--- src/rtl/light_scheduler.sv ---
// Mode/alarm controller for the hours/minutes RTC, with minute prescaler and LED ramp.
// Latency: the o_inc_* pulses and o_light_on are registered, so they appear one cycle after their cause. o_brightness moves one step per cycle.
// Backpressure: none. Button pulses are consumed in the cycle they arrive.
//
// Ports:
//   i_clk_1hz / i_rst          1 Hz timebase, asynchronous active-high reset
//   i_btn_mode / i_btn_inc     debounced one-cycle button pulses
//   i_hours / i_minutes        current RTC time
//   o_inc_hours / o_inc_minutes  registered RTC increment pulses (never both high)
//   o_mode                     FSM state (RUN=0 .. SET_OFF_M=6)
//   o_disp_h / o_disp_m        time shown for the current mode
//   o_light_on / o_brightness  ON-window flag and ramped LED level
module light_scheduler #(
    parameter int SEC_PER_MIN  = 60,
    parameter int RAMP_STEP    = 8,
    parameter int IDLE_TIMEOUT = 30,
    parameter int DEF_ON_H     = 18,
    parameter int DEF_ON_M     = 0,
    parameter int DEF_OFF_H    = 23,
    parameter int DEF_OFF_M    = 0
) (
    input  logic       i_clk_1hz,
    input  logic       i_rst,
    input  logic       i_btn_mode,
    input  logic       i_btn_inc,
    input  logic [5:0] i_hours,
    input  logic [5:0] i_minutes,
    output logic       o_inc_hours,
    output logic       o_inc_minutes,
    output logic [2:0] o_mode,
    output logic [5:0] o_disp_h,
    output logic [5:0] o_disp_m,
    output logic       o_light_on,
    output logic [7:0] o_brightness
);

    localparam int SEC_W  = (SEC_PER_MIN  > 2) ? $clog2(SEC_PER_MIN)  : 1;
    localparam int IDLE_W = (IDLE_TIMEOUT > 2) ? $clog2(IDLE_TIMEOUT) : 1;
    localparam logic [SEC_W-1:0]  SEC_LAST  = SEC_W'(SEC_PER_MIN - 1);
    localparam logic [IDLE_W-1:0] IDLE_LAST = IDLE_W'(IDLE_TIMEOUT - 1);

    typedef enum logic [2:0] {
        RUN       = 3'd0,
        SET_CLK_H = 3'd1,
        SET_CLK_M = 3'd2,
        SET_ON_H  = 3'd3,
        SET_ON_M  = 3'd4,
        SET_OFF_H = 3'd5,
        SET_OFF_M = 3'd6
    } mode_e;

    mode_e             state_q, state_d;
    logic [SEC_W-1:0]  sec_q, sec_d;
    logic [IDLE_W-1:0] idle_q, idle_d;
    logic [5:0]        on_h_q, on_h_d, on_m_q, on_m_d;
    logic [5:0]        off_h_q, off_h_d, off_m_q, off_m_d;
    logic              inc_h_q, inc_h_d, inc_m_q, inc_m_d;
    logic              light_q, light_d;
    logic [7:0]        bri_q, bri_d;

    // A simultaneous MODE press swallows INC.
    logic inc_press;
    assign inc_press = i_btn_inc & ~i_btn_mode;

    function automatic logic [5:0] wrap_inc(input logic [5:0] v, input logic [5:0] last);
        return (v == last) ? 6'd0 : v + 6'd1;
    endfunction

    function automatic logic [10:0] to_min(input logic [5:0] h, input logic [5:0] m);
        return 11'(h) * 11'd60 + 11'(m);
    endfunction

    // Mode FSM, prescaler, idle timer and INC routing.
    always_comb begin
        state_d = state_q;
        sec_d   = sec_q;
        idle_d  = idle_q;
        on_h_d  = on_h_q;
        on_m_d  = on_m_q;
        off_h_d = off_h_q;
        off_m_d = off_m_q;
        inc_h_d = 1'b0;
        inc_m_d = 1'b0;

        if (state_q == RUN) begin
            idle_d = '0;
            if (sec_q == SEC_LAST) begin
                sec_d   = '0;
                inc_m_d = 1'b1;
            end else begin
                sec_d = sec_q + SEC_W'(1);
            end
            if (i_btn_mode) begin
                state_d = SET_CLK_H;
            end
        end else begin
            // Held at zero so that returning to RUN starts a full minute.
            sec_d = '0;
            if (i_btn_mode || i_btn_inc) begin
                idle_d = '0;
            end else begin
                idle_d = idle_q + IDLE_W'(1);
            end

            if (i_btn_mode) begin
                state_d = (state_q == SET_OFF_M) ? RUN : mode_e'(state_q + 3'd1);
            end else if (idle_q == IDLE_LAST) begin
                state_d = RUN;
                idle_d  = '0;
            end

            if (inc_press) begin
                case (state_q)
                    SET_CLK_H: inc_h_d = 1'b1;
                    SET_CLK_M: inc_m_d = 1'b1;   // RTC handles its own 59->0 hour carry
                    SET_ON_H:  on_h_d  = wrap_inc(on_h_q, 6'd23);
                    SET_ON_M:  on_m_d  = wrap_inc(on_m_q, 6'd59);
                    SET_OFF_H: off_h_d = wrap_inc(off_h_q, 6'd23);
                    SET_OFF_M: off_m_d = wrap_inc(off_m_q, 6'd59);
                    default:   ;
                endcase
            end
        end
    end

    // ON window, including the case where it spans midnight.
    logic [10:0] now_min, on_min, off_min;
    assign now_min = to_min(i_hours, i_minutes);
    assign on_min  = to_min(on_h_q, on_m_q);
    assign off_min = to_min(off_h_q, off_m_q);

    always_comb begin
        light_d = 1'b0;
        if (on_min < off_min) begin
            light_d = (now_min >= on_min) && (now_min < off_min);
        end else if (on_min > off_min) begin
            light_d = (now_min >= on_min) || (now_min < off_min);
        end
    end

    // Saturating ramp; bit 8 flags overflow on the way up and borrow on the way down.
    logic [8:0] bri_up, bri_dn;
    assign bri_up = {1'b0, bri_q} + 9'(RAMP_STEP);
    assign bri_dn = {1'b0, bri_q} - 9'(RAMP_STEP);
    always_comb begin
        if (light_q) begin
            bri_d = bri_up[8] ? 8'hFF : bri_up[7:0];
        end else begin
            bri_d = bri_dn[8] ? 8'h00 : bri_dn[7:0];
        end
    end

    always_ff @(posedge i_clk_1hz or posedge i_rst) begin
        if (i_rst) begin
            state_q <= RUN;
            sec_q   <= '0;
            idle_q  <= '0;
            on_h_q  <= 6'(DEF_ON_H);
            on_m_q  <= 6'(DEF_ON_M);
            off_h_q <= 6'(DEF_OFF_H);
            off_m_q <= 6'(DEF_OFF_M);
            inc_h_q <= 1'b0;
            inc_m_q <= 1'b0;
            light_q <= 1'b0;
            bri_q   <= 8'd0;
        end else begin
            state_q <= state_d;
            sec_q   <= sec_d;
            idle_q  <= idle_d;
            on_h_q  <= on_h_d;
            on_m_q  <= on_m_d;
            off_h_q <= off_h_d;
            off_m_q <= off_m_d;
            inc_h_q <= inc_h_d;
            inc_m_q <= inc_m_d;
            light_q <= light_d;
            bri_q   <= bri_d;
        end
    end

    // Display follows the value being edited; RUN and clock-set show the RTC.
    always_comb begin
        o_disp_h = i_hours;
        o_disp_m = i_minutes;
        case (state_q)
            SET_ON_H, SET_ON_M: begin
                o_disp_h = on_h_q;
                o_disp_m = on_m_q;
            end
            SET_OFF_H, SET_OFF_M: begin
                o_disp_h = off_h_q;
                o_disp_m = off_m_q;
            end
            default: ;
        endcase
    end

    assign o_mode        = state_q;
    assign o_inc_hours   = inc_h_q;
    assign o_inc_minutes = inc_m_q;
    assign o_light_on    = light_q;
    assign o_brightness  = bri_q;

endmodule

--- config.mk ---
export PLATFORM = sky130hd
export DESIGN_NAME = light_scheduler
export DESIGN_NICKNAME = d
export VERILOG_FILES = /design/src/rtl/light_scheduler.sv
export SDC_FILE = /design/constraint.sdc
export NUM_CORES = 1
export LEC_CHECK = 0
export BUFFER_PORTS_ARGS = -buffer_cell sky130_fd_sc_hd__buf_4
export CORE_MARGIN = 4
export CORE_UTILIZATION = 25
export CTS_BUF_LIST = sky130_fd_sc_hd__clkbuf_8
export DETAILED_ROUTE_END_ITERATION = 7
export SETUP_SLACK_MARGIN = 0.2
export SYNTH_ARGS = -nofsm -noshare
export SYNTH_HDL_FRONTEND = slang
export SYNTH_SLANG_ARGS = --single-unit
--- constraint.sdc ---
create_clock -name i_clk_1hz -period 10.4 [get_ports i_clk_1hz]
set_clock_uncertainty 0.2 [all_clocks]
set_input_delay 0.52 -clock i_clk_1hz [delete_from_list [all_inputs] [get_ports i_clk_1hz]]
set_output_delay 0.52 -clock i_clk_1hz [all_outputs]
set_load 0.02 [all_outputs]
==> flow_summary.json <==
{
  "tightest_slew_ps": 1140,
  "slew_violations": 0,
  "arrival_ps": 4890,
  "r2r_slack_ps": 5550,
  "synth_fp_nets": 791,
  "netlist_area_um2": 5560,
  "drc": 0,
  "clockPowerShare": 0.082,
  "clk_latency_ps": 310,
  "r2r_cells": 17,
  "drt_pass1_iterations": 4,
  "areaGrowthSynthToFinish_pct": 12.6,
  "post_cts_buffers": 0,
  "coreArea_um2": 21800,
  "setup_violations": 0,
  "ys_seq_elements": 47,
  "synth-simple-area-share": 0.156,
  "synth_xor_area_frac": 0.0804,
  "grt_max_degree": 48,
  "crit_start": "off_h_q[2]",
  "rows": 54,
  "max_clock_freq_mhz": 206,
  "synth_fa_ha_area_frac": 0.321,
  "ys_seq_area_frac": 0.213,
  "drv_cap": 0,
  "holdBufCountCts": 0,
  "p_int_w": 0.000722,
  "p_switching_w": 0.000701,
  "clkTransAtPathRegs_ps": 100,
  "grt_pass1_vias": 4279,
  "dr.first_iter.drc_count": 159,
  "crit_slowest_cell": "dfstp_2",
  "nNetsFinal": 826,
  "path_buf_inv": 2,
  "crit_top_cell": "fa_1",
  "fillers": 2324,
  "final_util": 0.287,
  "start_util": 0.255,
  "ios": 42,
  "pwr-share-comb": 0.693,
  "cts_root_buffer": "clkbuf_8",
  "syn_inst": 652,
  "cp-end-kind": "flop",
  "cp_cell_sequence": "fa_1 > inv_1 > fa_1 > fa_1 > inv_1 > ha_1 > o21ai_0 > a21oi_1 > nand2_1 > xor2_1 > ha_1 > o21a_1 > a21o_1 > maj3_2 > a21oi_2 > o22ai_1 > mux2i_1",
  "fin_tns_setup_ps": 0,
  "r2r-start": "off_h_q[2]",
  "cts_resized": 0,
  "synth_top_flop_cell": "dfrtp_1",
  "htreeDepth": 2,
  "max-vdd-ir-drop_mv": 0.0752,
  "hold_viol": 0,
  "cts_buffer_depth": 2,
  "post-route-min-period_ps": 4850,
  "max_slew_margin": 0.237,
  "power.density_nw_per_um2": 227,
  "path_class": "flop to flop",
  "synth_edf_count": 0,
  "numCtsBuffers": 5,
  "die_area_um2": 24700,
  "hp-class": "primary input to asynchronous set/reset pin",
  "dp_hpwl_um": 10500,
  "preCtsSetupSlack_ps": 5430,
  "antenna_cells": 0,
  "worst-path-max-fanout": 9,
  "final_cell_mix": "inv_1, ha_1, nand2_1, buf_4",
  "io_buffers": 41,
  "seq_power_share": 0.224,
  "layout-drive-gt1-share": 0.0930,
  "grt_pass1_wl_um": 21300,
  "required_ps": 10440,
  "synth_compound_area_frac": 0.153,
  "period_share": 0.466,
  "viasPerCell": 4.56,
  "worst_slack_ps": 5550,
  "track_usage": 0.107,
  "die_y_um": 157,
  "grt_setup_unrepaired": "false",
  "num_vias": 4414,
  "cts_tree": "yes",
  "grt-ovfl-total": 0,
  "totalPowerFinal_w": 0.00142,
  "routed_wl_um": 12800,
  "critPathLaunchType": "flop",
  "outcome": "finished clean",
  "synthMuxAreaShare": 0.00180,
  "antenna_found_initial": 0,
  "synthArstFlopShare": 1.00,
  "post_drt_wl_per_cell_um": 13.2,
  "routabilityCongestion": 0.871,
  "yosysUniqueCellTypes": 50,
  "yosysWarningCount": 0,
  "power_leakage_nw": 3.09,
  "synth_top_family_by_area": "adder cells",
  "crit_cells": 17,
  "die_w_um": 157,
  "slowest_delay_ps": 660,
  "switching_share": 0.493,
  "critPathTopFamily": "adder cells",
  "syn_area_per_cell_um2": 8.52,
  "cts_num_sinks": 47,
  "whs_ps": 173,
  "ant_nets": 0
}
[worst paths after layout]
| path | to |
|---|---|
| worst max register to register | o_light_on |
| worst max-delay path | o_light_on |
| max in group asynchronous | off_h_q[5] |
| worst min register to register | sec_q[0] |
| worst min-delay path | o_mode[0] |
| min in group i_clk_1hz | sec_q[0] |
[sequential cells by signal, indices dropped and copies added (netlist names)]
signal and flops:
on_h_q 6, o_inc_hours 1, o_mode 3, o_light_on 1, sec_q 6, on_m_q 6, idle_q 5, o_inc_minutes 1
o_brightness 6, off_m_q 6, off_h_q 6
[cells in the mapped netlist (2+ instances only)]
cell type,count,share of area
nor3_1,9,0.0081
nand2b_1,9,0.010
a211oi_1,3,0.0041
xor2_1,20,0.032
nor2b_1,8,0.0090
a31oi_1,4,0.0045
o21a_1,3,0.0041
o2111ai_1,2,0.0032
a22oi_1,14,0.019
fa_1,30,0.11
clkbuf_1,13,0.0088
o21ai_0,36,0.032
nand3_1,21,0.019
ha_1,93,0.21
buf_4,2,0.0027
o31ai_1,9,0.012
nor2_1,41,0.028
o211ai_1,2,0.0027
or3_1,3,0.0034
and2_1,2,0.0023
dfstp_2,6,0.028
and3_1,5,0.0056
nor4_1,4,0.0045
nand4_1,8,0.0090
nor3b_1,3,0.0041
a21oi_1,28,0.025
xnor2_1,31,0.049
o21bai_1,5,0.0068
a21o_1,16,0.022
dfrtp_1,41,0.18
nand3b_1,2,0.0027
or2_2,2,0.0023
inv_1,94,0.063
nand2_1,67,0.045
[cell type report]
type / count / area [um2] / area share
multi-input combinational: 496 / 3960 / 0.632
sequential: 47 / 1180 / 0.189
clock inverter: 3 / 22.5 / 0.00360
tap: 280 / 350 / 0.0560
clock buffer: 5 / 68.8 / 0.0110
inverter: 94 / 353 / 0.0564
timing repair buffer: 43 / 323 / 0.0516
[worst reg2reg max path: stages (launching register included)]
cell and delay [ps]:
dfstp_2 660, fa_1 480, inv_1 90, fa_1 460, fa_1 510, inv_1 50
ha_1 320, o21ai_0 130, a21oi_1 260, nand2_1 100, xor2_1 270, ha_1 290
o21a_1 100, a21o_1 170, maj3_2 310, a21oi_2 160, o22ai_1 90, mux2i_1 140
[power by group through the flow]
stage | clock (W) | sequential (W) | combinational, W
after global routing | 0.000130 | 0.000333 | 0.00112
after CTS | 0.000123 | 0.000320 | 0.000994
after detailed placement | 0 | 0.000324 | 0.000989
final | 0.000117 | 0.000319 | 0.000987
after floorplan | 0 | 0.000297 | 0.000749
after global placement | 0 | 0.000324 | 0.000974
[metal layers]
metal | global-route usage | vias to the layer above | part of all wire
li1 | - | 2264 | -
met1 | 0.144 | 2071 | 0.47
met2 | 0.183 | 65 | 0.48
met3 | 0.0154 | 14 | 0.034
met4 | 0.0238 | 0 | 0.018
met5 | 0 | - | 0
[per-stage QoR]
step	instances	area, um2
5_1_grt	968	6260
3_5_place_dp	960	6170
2_1_floorplan	652	5560
6_report	968	6260
3_3_place_gp	960	6170
4_1_cts	968	6260
[kinds of logic after synthesis]
| logic type | after synthesis |
|---|---|
| compound gates | 133 |
| xor+xnor | 51 |
| fa+ha+maj | 125 |
| buf+inv | 109 |
| flops | 47 |
| mux | 1 |
| simple gates | 186 |
Power figures use the tool's default switching activity.
